$ cat config.mk
export PLATFORM = sky130hd
export DESIGN_NAME = axi_llc_desc_router_flat
export DESIGN_NICKNAME = d
export VERILOG_FILES = /design/src/rtl/axi_llc_desc_router_if.sv /design/src/rtl/axi_llc_desc_router.sv /design/src/flat_wrapper.sv
export SDC_FILE = /design/constraint.sdc
export NUM_CORES = 1
export LEC_CHECK = 0
export ABC_AREA = 1
export CAP_MARGIN = 40
export CORE_MARGIN = 2
export CORE_UTILIZATION = 52
export DETAILED_ROUTE_END_ITERATION = 7
export PLACE_DENSITY = 0.84
export SLEW_MARGIN = 10
export SYNTH_ARGS = -nofsm -noshare
export SYNTH_HDL_FRONTEND = slang
export SYNTH_HIERARCHICAL = 1
export SYNTH_SLANG_ARGS = --single-unit
$ cat constraint.sdc
create_clock -name clk_i -period 3 [get_ports clk_i]
set_input_delay 0.45 -clock clk_i [delete_from_list [all_inputs] [get_ports clk_i]]
set_output_delay 0.45 -clock clk_i [all_outputs]
set_load 0.02 [all_outputs]
$ cat src/rtl/axi_llc_desc_router_if.sv
// Default LLC descriptor / count-down types and the router's bus interface.
// The router takes the slave modport; sources and sinks sit on the master side.
package axi_llc_desc_router_pkg;
    typedef struct packed {
        logic [3:0] a_x_id;
        logic       rw;
        logic [7:0] data;
    } llc_desc_t;

    typedef struct packed {
        logic [3:0] id;
        logic       rw;
        logic       valid;
    } llc_cnt_t;
endpackage

interface axi_llc_desc_router_if #(
    parameter int unsigned NumInp    = 2,
    parameter int unsigned FifoDepth = 2,
    parameter type desc_t = axi_llc_desc_router_pkg::llc_desc_t,
    parameter type cnt_t  = axi_llc_desc_router_pkg::llc_cnt_t
);
    localparam int unsigned FillW = $clog2(FifoDepth + 1);

    desc_t [NumInp-1:0] desc_i;
    logic  [NumInp-1:0] valid_i;
    logic  [NumInp-1:0] ready_o;
    desc_t              read_desc_o;
    logic               read_valid_o;
    logic               read_ready_i;
    desc_t              write_desc_o;
    logic               write_valid_o;
    logic               write_ready_i;
    cnt_t  [NumInp-1:0] cnt_down_o;
    logic  [FillW-1:0]  read_fill_o;
    logic  [FillW-1:0]  write_fill_o;
    logic               busy_o;

    modport slave (
        input  desc_i, valid_i, read_ready_i, write_ready_i,
        output ready_o, read_desc_o, read_valid_o, write_desc_o, write_valid_o,
               cnt_down_o, read_fill_o, write_fill_o, busy_o
    );

    modport master (
        output desc_i, valid_i, read_ready_i, write_ready_i,
        input  ready_o, read_desc_o, read_valid_o, write_desc_o, write_valid_o,
               cnt_down_o, read_fill_o, write_fill_o, busy_o
    );
endinterface

$ cat src/rtl/axi_llc_desc_router.sv
// LLC descriptor router: per-output round-robin arbitration by rw into a
// registered read FIFO and write FIFO, plus per-source miss count-down events.
module axi_llc_desc_router_fifo #(
    parameter int unsigned Depth = 2,
    parameter int unsigned FillW = $clog2(Depth + 1),
    parameter type         T     = logic
) (
    input  logic             clk_i,
    input  logic             rst_ni,
    input  logic             push_i,
    input  T                 data_i,
    output logic             full_o,
    output T                 data_o,
    output logic             valid_o,
    input  logic             ready_i,
    output logic [FillW-1:0] fill_o
);
    localparam int unsigned AddrW = (Depth > 1) ? $clog2(Depth) : 1;

    T                 mem [Depth];
    logic [AddrW-1:0] wr_ptr, rd_ptr;
    logic [FillW-1:0] fill_q;
    logic             push, pop;

    assign full_o  = (fill_q == FillW'(Depth));
    assign valid_o = (fill_q != '0);
    assign data_o  = mem[rd_ptr];
    assign fill_o  = fill_q;
    // A full FIFO refuses a push even if it pops this cycle (no pass-through).
    assign push    = push_i & ~full_o;
    assign pop     = valid_o & ready_i;

    always_ff @(posedge clk_i) begin
        if (!rst_ni) begin
            wr_ptr <= '0;
            rd_ptr <= '0;
            fill_q <= '0;
        end else begin
            if (push) wr_ptr <= (wr_ptr == AddrW'(Depth - 1)) ? '0 : wr_ptr + 1'b1;
            if (pop)  rd_ptr <= (rd_ptr == AddrW'(Depth - 1)) ? '0 : rd_ptr + 1'b1;
            fill_q <= fill_q + FillW'(push) - FillW'(pop);
        end
    end

    always_ff @(posedge clk_i) begin
        if (push) mem[wr_ptr] <= data_i;
    end
endmodule

module axi_llc_desc_router #(
    parameter int unsigned       NumInp    = 2,
    parameter int unsigned       FifoDepth = 2,
    parameter logic [NumInp-1:0] MissMask  = 'b01,
    parameter type desc_t = axi_llc_desc_router_pkg::llc_desc_t,
    parameter type cnt_t  = axi_llc_desc_router_pkg::llc_cnt_t
) (
    input logic                  clk_i,
    input logic                  rst_ni,
    axi_llc_desc_router_if.slave bus
);
    localparam int unsigned PtrW  = (NumInp > 1) ? $clog2(NumInp) : 1;
    localparam int unsigned FillW = $clog2(FifoDepth + 1);

    // Channel 0 is the read output, channel 1 the write output.
    logic [1:0][NumInp-1:0] acc;
    desc_t [1:0]            out_desc;
    logic [1:0]             out_valid, out_ready;
    logic [1:0][FillW-1:0]  fill;
    logic [NumInp-1:0]      rdy;
    cnt_t [NumInp-1:0]      cnt_d;

    assign out_ready = {bus.write_ready_i, bus.read_ready_i};

    for (genvar ch = 0; ch < 2; ch++) begin : g_out
        localparam logic IsWrite = (ch == 1);

        logic [NumInp-1:0] req, gnt;
        logic [PtrW-1:0]   rr_ptr, gnt_idx;
        logic              full, push;

        always_comb begin
            req = '0;
            for (int unsigned i = 0; i < NumInp; i++)
                req[i] = bus.valid_i[i] & (bus.desc_i[i].rw == IsWrite);
        end

        // First requester at or after the pointer, wrapping around.
        always_comb begin
            int unsigned idx;
            idx     = 0;
            gnt     = '0;
            gnt_idx = '0;
            for (int unsigned k = 0; k < NumInp; k++) begin
                idx = (32'(rr_ptr) + k) % NumInp;
                if (gnt == '0 && req[idx[PtrW-1:0]]) begin
                    gnt[idx[PtrW-1:0]] = 1'b1;
                    gnt_idx            = idx[PtrW-1:0];
                end
            end
        end

        assign push    = (|gnt) & ~full & rst_ni;
        assign acc[ch] = gnt & {NumInp{~full & rst_ni}};

        // The pointer only moves past a source whose descriptor was taken.
        always_ff @(posedge clk_i) begin
            if (!rst_ni)   rr_ptr <= '0;
            else if (push) rr_ptr <= (gnt_idx == PtrW'(NumInp - 1)) ? '0 : gnt_idx + 1'b1;
        end

        axi_llc_desc_router_fifo #(
            .Depth (FifoDepth),
            .FillW (FillW),
            .T     (desc_t)
        ) u_fifo (
            .clk_i   (clk_i),
            .rst_ni  (rst_ni),
            .push_i  (push),
            .data_i  (bus.desc_i[gnt_idx]),
            .full_o  (full),
            .data_o  (out_desc[ch]),
            .valid_o (out_valid[ch]),
            .ready_i (out_ready[ch]),
            .fill_o  (fill[ch])
        );
    end

    always_comb begin
        rdy   = '0;
        cnt_d = '0;
        for (int unsigned i = 0; i < NumInp; i++) begin
            rdy[i] = bus.desc_i[i].rw ? acc[1][i] : acc[0][i];
            if (MissMask[i]) begin
                cnt_d[i].id    = bus.desc_i[i].a_x_id;
                cnt_d[i].rw    = bus.desc_i[i].rw;
                cnt_d[i].valid = bus.valid_i[i] & rdy[i];
            end
        end
    end

    assign bus.ready_o       = rdy;
    assign bus.cnt_down_o    = cnt_d;
    assign bus.read_desc_o   = out_desc[0];
    assign bus.read_valid_o  = out_valid[0];
    assign bus.read_fill_o   = fill[0];
    assign bus.write_desc_o  = out_desc[1];
    assign bus.write_valid_o = out_valid[1];
    assign bus.write_fill_o  = fill[1];
    assign bus.busy_o        = (fill[0] != '0) | (fill[1] != '0);
endmodule

$ cat src/flat_wrapper.sv
// flat-port wrapper written by rule: the top's interface ports become plain ports
module axi_llc_desc_router_flat 
#(
    parameter int unsigned       NumInp    = 2,
    parameter int unsigned       FifoDepth = 2,
    parameter logic [NumInp-1:0] MissMask  = 'b01,
    parameter type desc_t = axi_llc_desc_router_pkg::llc_desc_t,
    parameter type cnt_t  = axi_llc_desc_router_pkg::llc_cnt_t
)
  (clk_i, rst_ni, bus_desc_i, bus_valid_i, bus_read_ready_i, bus_write_ready_i, bus_ready_o, bus_read_desc_o, bus_read_valid_o, bus_write_desc_o, bus_write_valid_o, bus_cnt_down_o, bus_read_fill_o, bus_write_fill_o, bus_busy_o);
  axi_llc_desc_router_if #(.NumInp(NumInp), .FifoDepth(FifoDepth), .desc_t(desc_t), .cnt_t(cnt_t)) bus_i ();
  input logic clk_i;
  input logic rst_ni;
  input wire logic [$bits(bus_i.desc_i)-1:0] bus_desc_i;
  input wire logic [$bits(bus_i.valid_i)-1:0] bus_valid_i;
  input wire logic [$bits(bus_i.read_ready_i)-1:0] bus_read_ready_i;
  input wire logic [$bits(bus_i.write_ready_i)-1:0] bus_write_ready_i;
  output wire logic [$bits(bus_i.ready_o)-1:0] bus_ready_o;
  output wire logic [$bits(bus_i.read_desc_o)-1:0] bus_read_desc_o;
  output wire logic [$bits(bus_i.read_valid_o)-1:0] bus_read_valid_o;
  output wire logic [$bits(bus_i.write_desc_o)-1:0] bus_write_desc_o;
  output wire logic [$bits(bus_i.write_valid_o)-1:0] bus_write_valid_o;
  output wire logic [$bits(bus_i.cnt_down_o)-1:0] bus_cnt_down_o;
  output wire logic [$bits(bus_i.read_fill_o)-1:0] bus_read_fill_o;
  output wire logic [$bits(bus_i.write_fill_o)-1:0] bus_write_fill_o;
  output wire logic [$bits(bus_i.busy_o)-1:0] bus_busy_o;
  assign bus_i.desc_i = bus_desc_i;
  assign bus_i.valid_i = bus_valid_i;
  assign bus_i.read_ready_i = bus_read_ready_i;
  assign bus_i.write_ready_i = bus_write_ready_i;
  assign bus_ready_o = bus_i.ready_o;
  assign bus_read_desc_o = bus_i.read_desc_o;
  assign bus_read_valid_o = bus_i.read_valid_o;
  assign bus_write_desc_o = bus_i.write_desc_o;
  assign bus_write_valid_o = bus_i.write_valid_o;
  assign bus_cnt_down_o = bus_i.cnt_down_o;
  assign bus_read_fill_o = bus_i.read_fill_o;
  assign bus_write_fill_o = bus_i.write_fill_o;
  assign bus_busy_o = bus_i.busy_o;
  axi_llc_desc_router #(.NumInp(NumInp), .FifoDepth(FifoDepth), .MissMask(MissMask), .desc_t(desc_t), .cnt_t(cnt_t)) u_core (.clk_i(clk_i), .rst_ni(rst_ni), .bus(bus_i));
endmodule
Word level (Yosys, flattened, before mapping)

Memories as Yosys holds them, arrays and structs flattened. A register that Yosys moved wholly into a read port is not among the register bits.
Cells that the tools add are included.

Add/sub/neg operators: 12
Eq/ne operators: 2
Muxes and demuxes: 44
Reductions and logical operators: 12
$lt $le $gt $ge: 10
Bitwise operators: 24

Operator list:

| operator            | number |
|---|---|
| $mux 13             | 4 |
| $mux 1              | 32 |
| $and 1x1->1         | 15 |
| $lt 1x2->1 const B  | 6 |
| $add 1x1->1 const B | 8 |
| $mux 2              | 4 |
| $logic_and 1x1->1   | 6 |
| $add 2x1->2         | 2 |
| $and 2x2->2         | 2 |
| $demux 1 s1         | 4 |
| $eq 2x2->1 const B  | 2 |
| $ge 1x1->1 const B  | 4 |
| $logic_not 2->1     | 2 |
| $not 1->1           | 4 |
| $or 2x2->2          | 2 |
| $reduce_bool 2->1   | 2 |
| $reduce_or 2->1     | 2 |
| $sub 2x1->2         | 2 |
| $or 1x1->1          | 1 |

Memories: 2
Output and inout bits: 47
Bits in registers: 10
Bits in writable memories: 52
Input bits: 32
Word-level logic and storage cells: 114

Memories:

| name                       | words | bits a word | read ports | clocked after memory_dff | wr ports | RTL line                  | text |
|---|---|---|---|---|---|---|---|
| u_core.g_out[0].u_fifo.mem | 2     | 13          | 1          | 1                        | 1        | axi_llc_desc_router.sv:20 | `T mem [Depth];` |
| u_core.g_out[1].u_fifo.mem | 2     | 13          | 1          | 1                        | 1        | axi_llc_desc_router.sv:20 |  |

Depth between registers and ports, before layout

Gate-level depths: netlist of run 1.

Depth after elaboration: 14
Depth in mapped cells: 15
Gate-level depth less buffers: 15

Cells and area by module

Netlist of run 1, hierarchy kept.

Modules (own cells, without submodules):

| module                   | times used | cells each | area each (um^2) | sequential area each (um^2) |
|---|---|---|---|---|
| axi_llc_desc_router_fifo | 2          | 78         | 1,223.7          | 880.8 |
| axi_llc_desc_router      | 1          | 123        | 596.8            | 40.0 |

Worst setup path after synthesis of run 1

Ideal clock, no wire load.

Kind: flip-flop to flip-flop
Start: register u_core.g_out[0].u_fifo.fill_q[0]
End: memory u_core/g_out[0].u_fifo/mem[0][0] in the netlist's numbering, enable pin
Buffers on the path: 0
Cell stages (with the launch flop): 8
Setup time: 0.382 ns
Arrival: 1.700 ns
Setup slack: 0.918 ns
Clock period less this slack: 2.082 ns
Data required time: 2.618 ns
Cell sequence: dfxtp_1 > inv_1 > nand2_1 > inv_1 > nor2_1 > and2_1 > nand2_1 > nor2_1

Word-level cells in the longest chain between the ends: 7

RTL lines:

| item                         | RTL line                   | text |
|---|---|---|
| from (decl)                  | axi_llc_desc_router.sv:22  | `logic [FillW-1:0] fill_q;` |
| from (signal assigned)       | axi_llc_desc_router.sv:41  | `fill_q <= fill_q + FillW'(push) - FillW'(pop);` |
| $eq 2x2->1                   | axi_llc_desc_router.sv:25  | `assign full_o = (fill_q == FillW'(Depth));` |
| net u_core.g_out[0].full     | axi_llc_desc_router.sv:79  | `logic full, push;` |
| $not 1->1                    | axi_llc_desc_router.sv:102 | `assign push = (\|gnt) & ~full & rst_ni;` |
| $and 1x1->1 (2 in series)    | axi_llc_desc_router.sv:102 |  |
| net u_core.g_out[0].push     | axi_llc_desc_router.sv:79  |  |
| $and 1x1->1                  | axi_llc_desc_router.sv:30  | `assign push = push_i & ~full_o;` |
| $mux 1                       | axi_llc_desc_router.sv:46  | `if (push) mem[wr_ptr] <= data_i;` |
| $mux 1 (implied by the code) | axi_llc_desc_router.sv:46  |  |
| to (decl)                    | axi_llc_desc_router.sv:20  |  |

The timed path passes the listed nets, and every way through them passes these cells.

Final worst setup path of run 1

Start: input port bus_desc_i[8]
End: output port bus_ready_o[0]

Word-level cells in the longest chain between the ends: 10
Elaborated cells on any way between the ends: 24
Those cells by class: mux (13); bitwise (7); reduce/logical (4)

RTL lines:

| item                                       | RTL line                   | text |
|---|---|---|
| from (decl)                                | flat_wrapper.sv:14         | `input wire logic [$bits(bus_i.desc_i)-1:0] bus_desc_i;` |
| $not 1->1                                  | axi_llc_desc_router.sv:84  | `req[i] = bus.valid_i[i] & (bus.desc_i[i].rw == IsWrite);` |
| $and 1x1->1                                | axi_llc_desc_router.sv:84  |  |
| $mux 1 (implied by the code) (2 in series) | axi_llc_desc_router.sv:95  | `if (gnt == '0 && req[idx[PtrW-1:0]]) begin` |
| $mux 2                                     | axi_llc_desc_router.sv:95  |  |
| $logic_not 2->1                            | axi_llc_desc_router.sv:95  |  |
| $logic_and 1x1->1                          | axi_llc_desc_router.sv:95  |  |
| $mux 2                                     | axi_llc_desc_router.sv:95  |  |
| $and 2x2->2                                | axi_llc_desc_router.sv:103 | `assign acc[ch] = gnt & {NumInp{~full & rst_ni}};` |
| $mux 1 (*)                                 | axi_llc_desc_router.sv:132 | `rdy[i] = bus.desc_i[i].rw ? acc[1][i] : acc[0][i];` |
| to (decl)                                  | flat_wrapper.sv:18         | `output wire logic [$bits(bus_i.ready_o)-1:0] bus_ready_o;` |

Mark *: on every way between the ends. The rest lies on a longest branch, timed or not. The select of a mux whose other input is x is not followed.

==> flow_summary.yaml, run 1 <==
run_status:
  status: "finished clean"
clock_network:
  h-tree-depth: 3
  insertion_delay_ns: 0.34
  cts_made_buffers: 9
  cts_tree: "yes"
  hold_buffers: 0
  cts_buffer_depth: 2
  cts_sinks: 64
  cts-root-buf: "clkbuf_8"
  cts_resized: 0
  cts_setup_buffers: 0
  clk_pin_slew_ns: 0.06
sta:
  fin_tns_setup_ns: 0
  setup_violations: 0
  rsz0062_at_grt: "false"
  finalCritPeriodShare: 0.866
  tightest_slew_ns: 0.553
  hold_slack_ns: 0.513
  finalHoldViolCount: 0
  period_minus_slack_ns: 2.60
  slew_headroom: 0.631
  fin_skew_ns: 0.00598
  fmax_mhz: 385
  slew_viol_final: 0
layout:
  fillCellCount: 441
  area_delta_synth_final_pct: 30.7
  final_common_cell: "nand2_1"
  register_area_mm2: 0.00180
  final_cell_mix: "nand2_1 (89), clkdlybuf4s50_1 (72), edfxtp_1 (52)"
  drive_above_1_share: 0.146
  nNetsFinal: 395
  multiInputGateArea_mm2: 0.00102
  antenna_cells: 0
die:
  start_util: 0.546
  core_mm2: 0.00557
  die_x_um: 80.5
  row_count: 27
  die_area_mm2: 0.00648
  pin_count: 79
  fp.dieH_um: 80.5
route:
  drt-wirelength-per-cell_um: 13.9
  drc: 0
  met1_length_um: 2350
  vias_per_cell: 4.99
  dr_total_vias: 2174
  postRouteAntennaNets: 0
  wl_met2_um: 2980
  routed.top_layer: "met4"
  routed_wl_um: 6070
  drt_iter0_drc: 147
  wl_met3_um: 606
  drtPass1Iterations: 5
critical_path:
  critPathBufInv: 3
  crit_chain: "clkdlybuf4s50_1 -> inv_2 -> nand2_1 -> nand2_1 -> and2_1 -> nand2_1 -> nand2_1 -> clkdlybuf4s50_1"
  crit_top_cell: "nand2_1"
  critical_path_class: "in2out"
  path_max_fanout: 4
  max_stage_delay_ns: 0.60
  crit_family: "buffers and inverters"
  start_kind: "input pin"
  end_kind: "primary output"
  critPathSlowestCell: "clkdlybuf4s50_1"
  crit_arrival_ns: 2.15
  critPathRequiredTime_ns: 2.55
synth:
  synthesis.area_mm2: 0.00304
  synthCells: 279
  yosysSeqAreaShare: 0.592
  ys_types: 20
  ys_seq_elements: 64
  ys_warn_count: 6
  syn_area_per_cell_um2: 10.9
global_routing:
  grt_pass1_vias: 2027
  grt_max_degree: 18
  antenna_found_initial: 0
  grt_usage: 0.197
  grt-ovfl-total: 0
  grt_pass1_wl_um: 9340
power:
  seqPwrFrac: 0.384
  power_density_mw_per_mm2: 752
  power_leakage_nw: 1.71
  switching_share: 0.320
  p_comb_frac: 0.387
  p_int_w: 0.00203
  net-switching-power_w: 0.000959
  ir_drop_uv: 519
  pwr-share-clk: 0.229
placed_design:
  port_buffers: 72
  routabilityCongestion: 0.850
  dp_hpwl_um: 4520
hold_path:
  min_path_type: "reg2reg"
flow_run:
  maxCapViolations: 0
==> per-layer routing <==
layer | vias up | global-route usage
met5 | - | 0
met4 | 0 | 0.100
met3 | 11 | 0.0404
met2 | 107 | 0.328
met1 | 989 | 0.243
li1 | 1067 | -
==> synth_stat cells <==
library cell   n  area share
nor2_1        22       0.027
nand2_1       89        0.11
inv_2          3      0.0037
and2_1         1      0.0021
nand3_1        8       0.013
buf_4         11       0.027
mux2_4        20       0.099
ha_1           4       0.016
conb_1         1      0.0012
dfxtp_1       12       0.079
buf_6          4       0.015
edfxtp_1      52        0.51
a21oi_1        6      0.0099
nand3b_1       2      0.0049
inv_1         27       0.033
nand2_2        2      0.0041
o21ai_0        7       0.012
o21ai_4        1      0.0053
mux2_2         6       0.022
o21ai_2        1      0.0029
==> path summary, 6_finish.rpt <==
check                                               from                                           to  slack (ns)  depth (start not counted)
max                                        bus_desc_i[8]                               bus_ready_o[0]        0.40                          8
min                  u_core/g_out[0].rr_ptr$_SDFFE_PN0P_          u_core/g_out[0].rr_ptr$_SDFFE_PN0P_        0.51                          2
max reg2reg  u_core/g_out[1].u_fifo/fill_o[0]$_SDFF_PN0_  u_core/g_out[1].u_fifo/fill_o[1]$_SDFF_PN0_        0.95                         14
min reg2reg          u_core/g_out[0].rr_ptr$_SDFFE_PN0P_          u_core/g_out[0].rr_ptr$_SDFFE_PN0P_        0.51                          2
==> kinds of logic (layout without fill, tap and decap cells) <==
family,Yosys count,count (layout),synth area share
simple gates,124,124,0.161
mux,26,26,0.121
other cells,1,6,0.00123
flops,64,64,0.592
fa+ha+maj,4,4,0.0164
buf+inv,45,125,0.0789
compound gates,15,15,0.0296
==> state kept, by name, summed over array words and instances, names as in the netlist, named ones only <==
name	count
u_core/g_out.u_fifo/mem	52
u_core/g_out.rr_ptr	2
u_core/g_out.u_fifo/rd_ptr	2
u_core/g_out.u_fifo/fill_o	4
u_core/g_out.u_fifo/wr_ptr	2
==> worst min-delay path, stage by stage (launching register included) <==
cell,delay [ns]
dfxtp_1,0.34
a21oi_1,0.05
nor2_1,0.09
==> cell type report <==
class | count | area share
tap | 72 | 0.0226
sequential | 64 | 0.453
clock buffer | 12 | 0.0340
clock inverter | 4 | 0.0113
multi-input combinational | 175 | 0.257
inverter | 30 | 0.0283
timing repair buffer | 79 | 0.194
==> through the flow <==
step                 util  cells  setup WS, ns  power (W)  cell area, um^2
CTS                 0.714    436         0.424    0.00302             3980
detailed placement  0.681    420         0.433    0.00233             3800
global placement    0.681    420         0.482    0.00231             3800
global route        0.714    436         0.254    0.00314             3980
floorplan               -    284         0.918    0.00188             3060
finish              0.714    436         0.401    0.00299             3980
==> power by group through the flow <==
stage / clock network [W] / logic [W] / registers (W)
after CTS: 0.000703 / 0.00117 / 0.00115
final: 0.000686 / 0.00116 / 0.00115
after floorplan: 0 / 0.000685 / 0.00120
after global routing: 0.000720 / 0.00125 / 0.00116
after global placement: 0 / 0.00114 / 0.00116
after detailed placement: 0 / 0.00116 / 0.00117
No activity file was read; power rests on OpenSTA's default activity.
==> inputs of run 2 (changes only) <==
==> constraint.sdc (replaced) <==
create_clock -name clk_i -period 3 [get_ports clk_i]
set_input_delay 0.3 -clock clk_i [delete_from_list [all_inputs] [get_ports clk_i]]
set_output_delay 0.3 -clock clk_i [all_outputs]
set_load 0.02 [all_outputs]
==> run 2 against run 1 <==
Critical path depth unchanged. Final cell count down 0.69%. Die area stayed put. Clock skew down 0.0035 ns. Cell area shrank 0.63%. Count of clock-buffer cells in the layout down 2. Largest power group is now sequential cells.
==> flow_summary.yaml, run 2 (same netlist as run 1, synthesis figures left out) <==
global_routing:
  grt_pass1_vias: 1966
  grt_pass1_wl_um: 9020
  antenna_found_initial: 0
  grt_max_degree: 19
  grt_usage: 0.194
  grt-ovfl-total: 0
route:
  drt-wirelength-per-cell_um: 14.0
  drt_iter0_drc: 150
  routed_wl_um: 6050
  postRouteAntennaNets: 0
  drc: 0
  drtPass1Iterations: 4
  vias_per_cell: 5.10
  dr_total_vias: 2208
sta:
  rsz0062_at_grt: "false"
  finalCritPeriodShare: 0.817
  slew_headroom: 0.480
  tightest_slew_ns: 0.779
  fin_skew_ns: 0.00251
  setup_violations: 0
  fmax_mhz: 408
  slew_viol_final: 0
  fin_tns_setup_ns: 0
  finalHoldViolCount: 0
  period_minus_slack_ns: 2.45
run_status:
  status: "finished clean"
die:
  core_mm2: 0.00557
  start_util: 0.546
  row_count: 27
  die_x_um: 80.5
  die_area_mm2: 0.00648
  pin_count: 79
  fp.dieH_um: 80.5
critical_path:
  crit_chain: "inv_1 -> nand2_1 -> inv_1 -> nor2_1 -> and2_1 -> nand2_1 -> nand2_1 -> clkdlybuf4s50_1"
  reg2reg_slack_ns: 0.89
  critPathRequiredTime_ns: 2.70
  crit_arrival_ns: 2.15
  critical_path_class: "reg2out"
  path_max_fanout: 5
  end_kind: "primary output"
  crit_top_cell: "nand2_1"
  critPathSlowestCell: "clkdlybuf4s50_1"
  reg2reg_to: "u_core/g_out[0].u_fifo/fill_o[1]$_SDFF_PN0_"
  r2r_cells: 13
  start_kind: "flip-flop"
  max_stage_delay_ns: 0.60
  r2r_start: "u_core/g_out[0].u_fifo/fill_o[0]$_SDFF_PN0_"
placed_design:
  port_buffers: 72
  dp.cells: 417
  routabilityCongestion: 0.849
  dp_hpwl_um: 4510
clock_network:
  cts-root-buf: "clkbuf_8"
  hold_buffers: 0
  h-tree-depth: 3
  cts_resized: 0
  cts_sinks: 64
  clk_pin_slew_ns: 0.06
  cts_tree: "yes"
  cts_setup_buffers: 0
  cts_made_buffers: 9
  insertion_delay_ns: 0.33
  cts_buffer_depth: 2
layout:
  antenna_cells: 0
  drive_above_1_share: 0.133
  area_delta_synth_final_pct: 29.9
  regMostFlops: "u_core/g_out.u_fifo/mem"
  fin_util: 0.709
  nNetsFinal: 392
  stdcell_count: 433
  final_common_cell: "nand2_1"
  final_cell_mix: "nand2_1 (89), clkdlybuf4s50_1 (72), edfxtp_1 (52)"
  largest_reg_flops: 52
power:
  power_leakage_nw: 1.69
  power.total_w: 0.00297
  power_density_mw_per_mm2: 752
  ir_drop_uv: 607
hold_path:
  min_path_cells: 2
  min_to: "u_core/g_out[0].rr_ptr$_SDFFE_PN0P_"
  min_from: "u_core/g_out[0].rr_ptr$_SDFFE_PN0P_"
  min_path_type: "reg2reg"
flow_run:
  maxCapViolations: 0
==> run 2: cell types whose count changed in the layout (fill, tap and decap cells not counted) <==
cell and delta:
buf_4 -3, clkbuf_1 -2, clkinv_1 +4, clkinv_2 -2
==> run 2: power breakdown <==
| part | switching (W) | total, W | internal [W] |
|---|---|---|---|
| Clock | 0.000299 | 0.000670 | 0.000371 |
| Combinational | 0.000551 | 0.00111 | 0.000554 |
| Sequential | 0.000107 | 0.00120 | 0.00109 |
| Total | 0.000957 | 0.00297 | 0.00202 |
==> run 2: worst max-delay path by stage <==
stage                                                startpoint                                          to  slack, ns  cells past startpoint
floorplan           u_core/g_out[0].u_fifo/fill_o[0]$_SDFF_PN0_  u_core/g_out[0].u_fifo/mem[0][0]$_DFFE_PP_       0.92                      7
global placement                                  bus_desc_i[8]                           bus_cnt_down_o[0]       0.68                      7
detailed placement                                bus_desc_i[8]                           bus_cnt_down_o[0]       0.63                      7
CTS                                                   flip-flop                         bus_write_desc_o[4]       0.54                      2
global route        u_core/g_out[0].u_fifo/fill_o[0]$_SDFF_PN0_                           bus_cnt_down_o[0]       0.37                      8
finish              u_core/g_out[0].u_fifo/fill_o[0]$_SDFF_PN0_                              bus_ready_o[0]       0.55                      8
==> run 2: through the flow <==
stage                     hold WS (ns)  setup WS (ns)  area (um^2)
after floorplan                  0.393          0.918         3060
after global placement           0.465          0.677         3780
after detailed placement         0.473          0.633         3780
after CTS                        0.488          0.544         3950
after global routing             0.531          0.367         3950
final                            0.489          0.550         3950
==> run 2: final cells by class <==
| class | instances | area, um^2 |
|---|---|---|
| clock buffers | 10 | 128 |
| clock inverters | 6 | 50.0 |
| fillers | 413 | 1620 |
| inverters | 30 | 113 |
| multi-input cells | 175 | 1020 |
| flip-flops and latches | 64 | 1800 |
| well taps | 72 | 90.1 |
| repair buffers | 76 | 751 |
==> run 2: routing by layer <==
metal / GRT usage / up-vias / share of wire
met5: 0 / - / 0
met4: 0.0661 / 0 / 0.011
met3: 0.0798 / 5 / 0.10
met2: 0.319 / 106 / 0.49
met1: 0.230 / 1038 / 0.40
li1: - / 1059 / -
==> run 2: worst max-delay path: cells and delay by family, from the launching register on <==
kind	cells	cell delay [ns]
buffers and inverters	3	0.72
AND/OR/NAND/NOR	5	0.69
flip-flops	1	0.40
==> inputs of run 3 (changes only) <==
--- a/config.mk
+++ b/config.mk
@@ -8,9 +8,9 @@
 export ABC_AREA = 1
 export CAP_MARGIN = 40
 export CORE_MARGIN = 2
-export CORE_UTILIZATION = 52
+export CORE_UTILIZATION = 49
 export DETAILED_ROUTE_END_ITERATION = 7
-export PLACE_DENSITY = 0.84
+export PLACE_DENSITY = 0.8
 export SLEW_MARGIN = 10
 export SYNTH_ARGS = -nofsm -noshare
 export SYNTH_HDL_FRONTEND = slang
==> constraint.sdc (replaced) <==
create_clock -name clk_i -period 2.3 [get_ports clk_i]
set_input_delay 0.23 -clock clk_i [delete_from_list [all_inputs] [get_ports clk_i]]
set_output_delay 0.23 -clock clk_i [all_outputs]
set_load 0.02 [all_outputs]
==> run 3 against run 2 <==
Sequential share of layout area down 0.27 points. Register-to-register slack worse by 0.66 ns. Critical path depth up 6. Largest cell class unchanged. Count of clock-buffer cells in the layout up 2. Non-clock buffer count up 4. Clock skew up 0.0049 ns. Die area up 5.8%. Clock power up 21%.
==> flow_summary.yaml, run 3 (same netlist as run 1, synthesis figures left out) <==
route:
  drc: 0
  vias_per_cell: 4.95
  dr_total_vias: 2180
  drtPass1Iterations: 5
  routed_wl_um: 6190
  drt_iter0_drc: 144
  postRouteAntennaNets: 0
  drt-wirelength-per-cell_um: 14.1
flow_run:
  maxCapViolations: 0
die:
  fp.dieH_um: 82.8
  start_util: 0.511
  core_mm2: 0.00596
  pin_count: 79
  row_count: 28
  die_area_mm2: 0.00686
  die_x_um: 82.8
placed_design:
  port_buffers: 72
  routabilityCongestion: 0.799
  dp_hpwl_um: 4550
  dp_slack_ns: 0.0615
layout:
  register_area_mm2: 0.00180
  largest_reg_flops: 52
  final_common_cell: "nand2_1"
  fillCellCount: 496
  area_delta_synth_final_pct: 30.7
  antenna_cells: 0
  final_cell_mix: "nand2_1 (89), clkdlybuf4s50_1 (69), edfxtp_1 (52)"
  nNetsFinal: 396
  regMostFlops: "u_core/g_out.u_fifo/mem"
  multiInputGateArea_mm2: 0.00102
  drive_above_1_share: 0.153
clock_network:
  hold_buffers: 0
  cts_setup_buffers: 0
  cts_resized: 2
  insertion_delay_ns: 0.33
  cts_tree: "yes"
  cts_made_buffers: 9
  h-tree-depth: 3
  clk_pin_slew_ns: 0.06
  cts-root-buf: "clkbuf_8"
  cts_buffer_depth: 2
  cts_sinks: 64
global_routing:
  grt_pass1_wl_um: 10200
  grt_pass1_vias: 2175
  grt_max_degree: 18
  antenna_found_initial: 0
  grt-ovfl-total: 0
  grt_usage: 0.190
power:
  power_leakage_nw: 1.73
  ir_drop_uv: 722
  power_density_mw_per_mm2: 963
sta:
  fmax_mhz: 483
  fin_tns_setup_ns: 0
  period_minus_slack_ns: 2.07
  slew_headroom: 0.639
  setup_ws_ns: 0.228
  finalHoldViolCount: 0
  fin_skew_ns: 0.00741
  rsz0062_at_grt: "false"
  slew_viol_final: 0
  tightest_slew_ns: 0.540
  setup_violations: 0
  finalCritPeriodShare: 0.901
critical_path:
  path_max_fanout: 5
  start_kind: "flip-flop"
  critical_path_class: "reg2reg"
  crit_arrival_ns: 2.29
  critPathRequiredTime_ns: 2.52
  end_kind: "flip-flop"
hold_path:
  min_path_type: "reg2reg"
run_status:
  status: "finished clean"
[run 3: changes by cell type in the layout (fill, tap and decap cells not counted), moves of 2 or more]
cell	change
dlygate4sd2_1	+2
buf_4	+4
clkdlybuf4s50_1	-3
clkinv_1	-3
[run 3: metrics by stage]
stage                      util  hold slack (ns)  cells  instance area (um^2)  total power (W)
final                     0.668            0.485    440                  3980          0.00383
after global routing      0.668            0.520    440                  3980          0.00405
after CTS                 0.667            0.489    440                  3970          0.00387
after detailed placement  0.640            0.474    424                  3810          0.00306
after global placement    0.640            0.458    424                  3810          0.00301
after floorplan               -            0.323    284                  3060          0.00245
[run 3: power breakdown]
group	switching (W)	internal (W)	total, W
Sequential	0.0000773	0.00143	0.00150
Combinational	0.000787	0.000733	0.00152
Clock	0.000395	0.000413	0.000808
[run 3: worst max-delay path, stage by stage (launching register included)]
cell,delay [ns]
dfxtp_1,0.40
inv_1,0.08
nand2_1,0.12
inv_1,0.05
nor2_1,0.19
nand2_1,0.10
inv_1,0.09
nand2_1,0.07
ha_1,0.28
inv_1,0.04
ha_1,0.19
inv_1,0.05
nand2_1,0.07
a21oi_1,0.16
nor2_1,0.06
[run 3: metal layers]
| layer | vias to the layer above | wire length (um) | global-route usage |
|---|---|---|---|
| li1 | 1060 | - | - |
| met1 | 1023 | 2540 | 0.225 |
| met2 | 88 | 3090 | 0.325 |
| met3 | 9 | 451 | 0.0467 |
| met4 | 0 | 106 | 0.0894 |
| met5 | - | 0 | 0 |
[run 3: final cells by class]
cell class / instances / area share
clock buffers: 12 / 0.0365
clock inverters: 4 / 0.00534
inverters: 30 / 0.0283
multi-input cells: 175 / 0.257
flip-flops and latches: 64 / 0.453
well taps: 75 / 0.0236
repair buffers: 80 / 0.196
[run 3: final timing paths]
check,startpoint,to,slack [ns],cells after the start
worst min register to register,u_core/g_out[0].rr_ptr$_SDFFE_PN0P_,u_core/g_out[0].rr_ptr$_SDFFE_PN0P_,0.49,2
worst min-delay path,u_core/g_out[0].rr_ptr$_SDFFE_PN0P_,u_core/g_out[0].rr_ptr$_SDFFE_PN0P_,0.49,2
worst max-delay path,u_core/g_out[1].u_fifo/fill_o[0]$_SDFF_PN0_,u_core/g_out[1].u_fifo/fill_o[1]$_SDFF_PN0_,0.23,14
worst max register to register,u_core/g_out[1].u_fifo/fill_o[0]$_SDFF_PN0_,u_core/g_out[1].u_fifo/fill_o[1]$_SDFF_PN0_,0.23,14
